===== src/rtl/handshake_monitor.sv =====
// Passive monitor for N_CH ready/valid channels: counts transfers, flags drop/data/stall violations.
// Per-channel FSM: IDLE = nothing outstanding, PEND = valid seen without ready. Assertions with HANDSHAKE_MONITOR_ASSERT_EN.
module handshake_monitor #(
   parameter int N_CH      = 3,
   parameter int DATA_W    = 5,
   parameter int CNT_W     = 16,
   parameter int STALL_MAX = 15
) (
   input  logic                     CLK,
   input  logic                     ASYNCRESET,
   input  logic [N_CH-1:0]          valid,
   input  logic [N_CH-1:0]          ready,
   input  logic [N_CH*DATA_W-1:0]   data,
   input  logic                     clear,
   output logic [N_CH*CNT_W-1:0]    xfer_count,
   output logic [N_CH-1:0]          err_drop,
   output logic [N_CH-1:0]          err_data,
   output logic [N_CH-1:0]          err_stall,
   output logic                     any_err
);

   localparam int                 STALL_W   = $clog2(STALL_MAX + 1);
   localparam logic [STALL_W-1:0] STALL_LIM = STALL_W'(STALL_MAX);
   localparam logic [CNT_W-1:0]   CNT_SAT   = '1;

   typedef enum logic {
      ST_IDLE = 1'b0,
      ST_PEND = 1'b1
   } state_t;

   for (genvar gi = 0; gi < N_CH; gi++) begin : g_ch
      state_t              r_state;
      state_t              w_state_nxt;
      logic [DATA_W-1:0]   r_hold;
      logic [DATA_W-1:0]   w_hold_nxt;
      logic [DATA_W-1:0]   w_data;
      logic [STALL_W-1:0]  r_stall;
      logic [STALL_W-1:0]  w_stall_nxt;
      logic [CNT_W-1:0]    r_cnt;
      logic [CNT_W-1:0]    w_cnt_nxt;
      logic                r_drop;
      logic                r_derr;
      logic                r_serr;
      logic                w_xfer;
      logic                w_drop_ev;
      logic                w_data_ev;
      logic                w_stall_ev;

      assign w_data = data[gi*DATA_W +: DATA_W];

      always_comb begin
         w_state_nxt = r_state;
         w_hold_nxt  = r_hold;
         w_stall_nxt = r_stall;
         w_xfer      = 1'b0;
         w_drop_ev   = 1'b0;
         w_data_ev   = 1'b0;
         w_stall_ev  = 1'b0;
         case (r_state)
            ST_IDLE: begin
               if (valid[gi] && ready[gi]) begin
                  w_xfer = 1'b1;
               end else if (valid[gi]) begin
                  w_state_nxt = ST_PEND;
                  w_hold_nxt  = w_data;
                  w_stall_nxt = STALL_W'(1);
                  w_stall_ev  = (STALL_MAX == 1);
               end
            end
            ST_PEND: begin
               if (!valid[gi]) begin
                  w_drop_ev   = 1'b1;
                  w_state_nxt = ST_IDLE;
                  w_stall_nxt = '0;
               end else begin
                  // Hold keeps the first captured payload; later mismatches only set the flag.
                  w_data_ev = (w_data != r_hold);
                  if (ready[gi]) begin
                     w_xfer      = 1'b1;
                     w_state_nxt = ST_IDLE;
                     w_stall_nxt = '0;
                  end else if (r_stall != STALL_LIM) begin
                     w_stall_nxt = r_stall + STALL_W'(1);
                     w_stall_ev  = (r_stall == STALL_LIM - STALL_W'(1));
                  end
               end
            end
            default: begin
               w_state_nxt = ST_IDLE;
               w_stall_nxt = '0;
            end
         endcase

         w_cnt_nxt = (w_xfer && (r_cnt != CNT_SAT)) ? r_cnt + CNT_W'(1) : r_cnt;

         if (clear) begin
            w_state_nxt = ST_IDLE;
            w_hold_nxt  = '0;
            w_stall_nxt = '0;
            w_cnt_nxt   = '0;
         end
      end

      always_ff @(posedge CLK or posedge ASYNCRESET) begin
         if (ASYNCRESET) begin
            r_state <= ST_IDLE;
            r_hold  <= '0;
            r_stall <= '0;
            r_cnt   <= '0;
            r_drop  <= 1'b0;
            r_derr  <= 1'b0;
            r_serr  <= 1'b0;
         end else begin
            r_state <= w_state_nxt;
            r_hold  <= w_hold_nxt;
            r_stall <= w_stall_nxt;
            r_cnt   <= w_cnt_nxt;
            r_drop  <= !clear && (r_drop || w_drop_ev);
            r_derr  <= !clear && (r_derr || w_data_ev);
            r_serr  <= !clear && (r_serr || w_stall_ev);
         end
      end

      assign xfer_count[gi*CNT_W +: CNT_W] = r_cnt;
      assign err_drop[gi]  = r_drop;
      assign err_data[gi]  = r_derr;
      assign err_stall[gi] = r_serr;

`ifdef HANDSHAKE_MONITOR_ASSERT_EN
      a_drop: assert property (@(posedge CLK) disable iff (ASYNCRESET) !w_drop_ev)
         else $error("handshake_monitor: channel %0d violated rule drop", gi);
      a_data: assert property (@(posedge CLK) disable iff (ASYNCRESET) !w_data_ev)
         else $error("handshake_monitor: channel %0d violated rule data", gi);
      a_stall: assert property (@(posedge CLK) disable iff (ASYNCRESET) !w_stall_ev)
         else $error("handshake_monitor: channel %0d violated rule stall", gi);
`else
`endif
   end

   assign any_err = |{err_drop, err_data, err_stall};

endmodule


===== config.mk =====
export PLATFORM = sky130hd
export DESIGN_NAME = handshake_monitor
export DESIGN_NICKNAME = d
export VERILOG_FILES = /design/src/rtl/handshake_monitor.sv
export SDC_FILE = /design/constraint.sdc
export NUM_CORES = 1
export LEC_CHECK = 0
export ABC_CLOCK_PERIOD_IN_PS = 3900
export CORE_MARGIN = 2
export CORE_UTILIZATION = 30
export CTS_CLUSTER_SIZE = 12
export DETAILED_ROUTE_END_ITERATION = 7
export GPL_TIMING_DRIVEN = 0
export SLEW_MARGIN = 20
export SYNTH_ARGS = -nofsm -noshare
export SYNTH_HDL_FRONTEND = slang
export SYNTH_SLANG_ARGS = --single-unit
export TNS_END_PERCENT = 50

===== constraint.sdc =====
create_clock -name CLK -period 3.9 [get_ports CLK]
set_clock_uncertainty 0.1 [all_clocks]
set_input_delay 0.39 -clock CLK [delete_from_list [all_inputs] [get_ports CLK]]
set_output_delay 0.39 -clock CLK [all_outputs]
set_load 0.02 [all_outputs]

==> results.json <==
{
  "outcome": "complete, no violations",
  "grt_use_total_pct": 15.9,
  "fillers": 1605,
  "remaining_drc_errors": 0,
  "start_util_pct": 30.7,
  "tightest_slew_ns": 0.836,
  "p_leak_uw": 0.00245,
  "cts_buffer_depth": 2,
  "cts-resized-gates": 0,
  "rsz0062_at_grt": "no",
  "drt_iter0_drc": 224,
  "io_pins": 82,
  "regToRegStartpoint": "g_ch[1].r_cnt[0]",
  "num_vias": 4500,
  "reg2reg_slack_ns": 1.62,
  "hold_viol": 0,
  "finalCritPeriodShare_pct": 63.1,
  "drive_above_1_share_pct": 7.34,
  "place.gp.congestion": 0.818,
  "yosys_warnings": 0,
  "antenna_found_initial": 0,
  "yosysTopAreaCell": "dfrtp_1",
  "critPathSlowestCell": "clkdlybuf4s50_1",
  "synth_area_leaders": "dfrtp_1, a21oi_1, nor2_1",
  "die_area_sq_um": 17300,
  "cts_max_level": 3,
  "crit_chain": "nor4_1, nand4_1, clkdlybuf4s50_1",
  "grt_pass1_vias": 4577,
  "end_kind": "output port",
  "numCtsBuffers": 9,
  "synthDistinctLibCells": 53,
  "slew_viol_final": 0,
  "fin_area_sq_um": 6250,
  "die_height_um": 131,
  "wl_um": 13400,
  "start_kind": "flip-flop",
  "yosysMostFrequentCell": "dfrtp_1",
  "ctsHoldBuffers": 0,
  "grt_max_degree": 50,
  "yosysSeqAreaShare_pct": 44.7,
  "syn_area_sq_um": 4870,
  "grt_overflow": 0,
  "routedWlPerCell_um": 15.6,
  "clock_latency_ns": 0.34,
  "dpl-instance-area_sq_um": 5970,
  "yosys-top-cells-count": "dfrtp_1, a21oi_1, nor2_1",
  "reg2reg_depth": 5,
  "yosys.area.top_type_share_pct": 44.7,
  "cts_tree": "built",
  "tns_ns": 0,
  "grt_pass1_wl_um": 22700,
  "synth_area_per_cell_sq_um": 8.97,
  "crit_type": "flip-flop to output port",
  "die_x_um": 131,
  "via_per_inst": 5.26,
  "slew-limit-headroom_pct": 44.2,
  "firstDrtPassIters": 5,
  "core_sq_um": 15900,
  "hold_class": "input pin to async pin",
  "layout.cells.non_filler": 856,
  "post-place-cells": 840,
  "cts_setup_buffers": 0,
  "cts-root-buf": "clkbuf_16",
  "row_count": 46,
  "dpl.hpwl_um": 9580,
  "cpPeakStageDelay_ns": 0.56,
  "max-cap-violations": 0,
  "p_per_area_nw_per_um2": 310,
  "postSynth.asyncResetShare_pct": 100,
  "setup_viol": 0,
  "place.port_buffers": 80,
  "max_freq_ghz": 0.407,
  "yosys_register_bits": 87,
  "clkTransAtPathRegs_ns": 0.06,
  "fin_crit_ns": 2.46,
  "cts.sinks": 87,
  "antennaDiodeCount": 0,
  "rr_endpoint": "g_ch[1].r_cnt[0]",
  "synth_cells": 543,
  "synth_nets": 576,
  "nets": 668,
  "worst_ep_required_time_ns": 3.41,
  "area_growth_pct": 28.3,
  "crit_fanout": 3,
  "arrival_ns": 1.97,
  "synth-edff-count": 0,
  "p_total_uw": 1940,
  "ant_nets": 0,
  "ir_drop_uv": 205,
  "ys.flop_type": "dfrtp_1"
}
## power by group
part / internal (uW) / total (uW) / switching (uW) / leakage [uW]
Clock: 465 / 819 / 354 / 0.000136
Sequential: 919 / 936 / 17.2 / 0.00120
Combinational: 73.5 / 183 / 110 / 0.00111
## cell type report
type	instances	area (sq um)	share of cell area (%)
inverter	20	77.6	1.24
sequential	87	2180	34.8
timing repair buffer	81	828	13.3
clock buffer	13	260	4.16
multi-input combinational	408	2480	39.6
buffer	28	143	2.28
clock inverter	3	17.5	0.280
tap	216	270	4.32
## kinds of logic (layout without fill, tap and decap cells)
family                     Yosys count  count (layout)  synth area share (%)
xor gates and xnor gates            19              19                  3.42
adders and majority gates            9               9                  2.31
and+or+nand+nor                    228             228                  24.9
AOI/OAI and AO/OA                  136             136                  16.6
buffers and inverters               48             145                  4.47
DFF                                 87              87                  44.7
muxes                               16              16                  3.62
## metal layers
metal	part of all wire, %	up-vias	track usage [%]
met5	0	-	0
met4	2.4	0	6.70
met3	5.4	21	4.36
met2	46	118	25.3
met1	46	2197	20.4
li1	-	2164	-
## metrics by stage
step	utilization, %	worst slack, ns	hold WS, ns
floorplan	-	1.16	0.385
global placement	37.4	-0.379	0.409
detailed placement	37.6	1.23	0.406
CTS	39.3	1.33	0.376
global route	39.3	1.30	0.412
finish	39.3	1.44	0.365
## cell usage in the layout, fill, tap and decap left out, types with 4 or more instances in the layout
cell / instances
a211oi_1: 6
a21oi_1: 58
a31oi_1: 4
and2_1: 4
and3_1: 8
and4_1: 5
buf_4: 9
clkbuf_1: 15
clkbuf_16: 9
clkdlybuf4s50_1: 80
dfrtp_1: 87
ha_1: 9
inv_1: 18
mux2_2: 11
nand2_1: 49
nand3_1: 18
nand4_1: 19
nor2_1: 54
nor2b_1: 16
nor3_1: 7
o21ai_0: 36
o311ai_0: 5
o31ai_1: 11
or3_1: 12
or4_1: 14
xnor2_1: 12
xor2_1: 7
## flip-flops by register name, summed over array words and instances, names as in the netlist
name	flops
g_ch.r_drop	3
g_ch.r_derr	3
g_ch.r_serr	3
g_ch.r_state	3
g_ch.r_hold	15
g_ch.r_stall	12
g_ch.r_cnt	48
## critical path: cells and delay by family (launching register included)
kind	cells	cell delay, ns
and+or+nand+nor	2	0.65
buffers and inverters	1	0.56
DFF	1	0.42
## worst max-delay path by stage
stage / to / start / slack (ns) / cells past startpoint
after floorplan: g_ch[0].r_cnt[0] / ASYNCRESET / 1.16 / 1
after global placement: g_ch[2].r_cnt[0] / ASYNCRESET / -0.38 / 2
after detailed placement: g_ch[2].r_hold[3] / clear / 1.23 / 5
after CTS: any_err / g_ch[2].r_drop / 1.33 / 3
after global routing: any_err / g_ch[2].r_drop / 1.30 / 3
final: any_err / g_ch[2].r_drop / 1.44 / 3
Note: power is estimated with default switching activity, not from simulation.
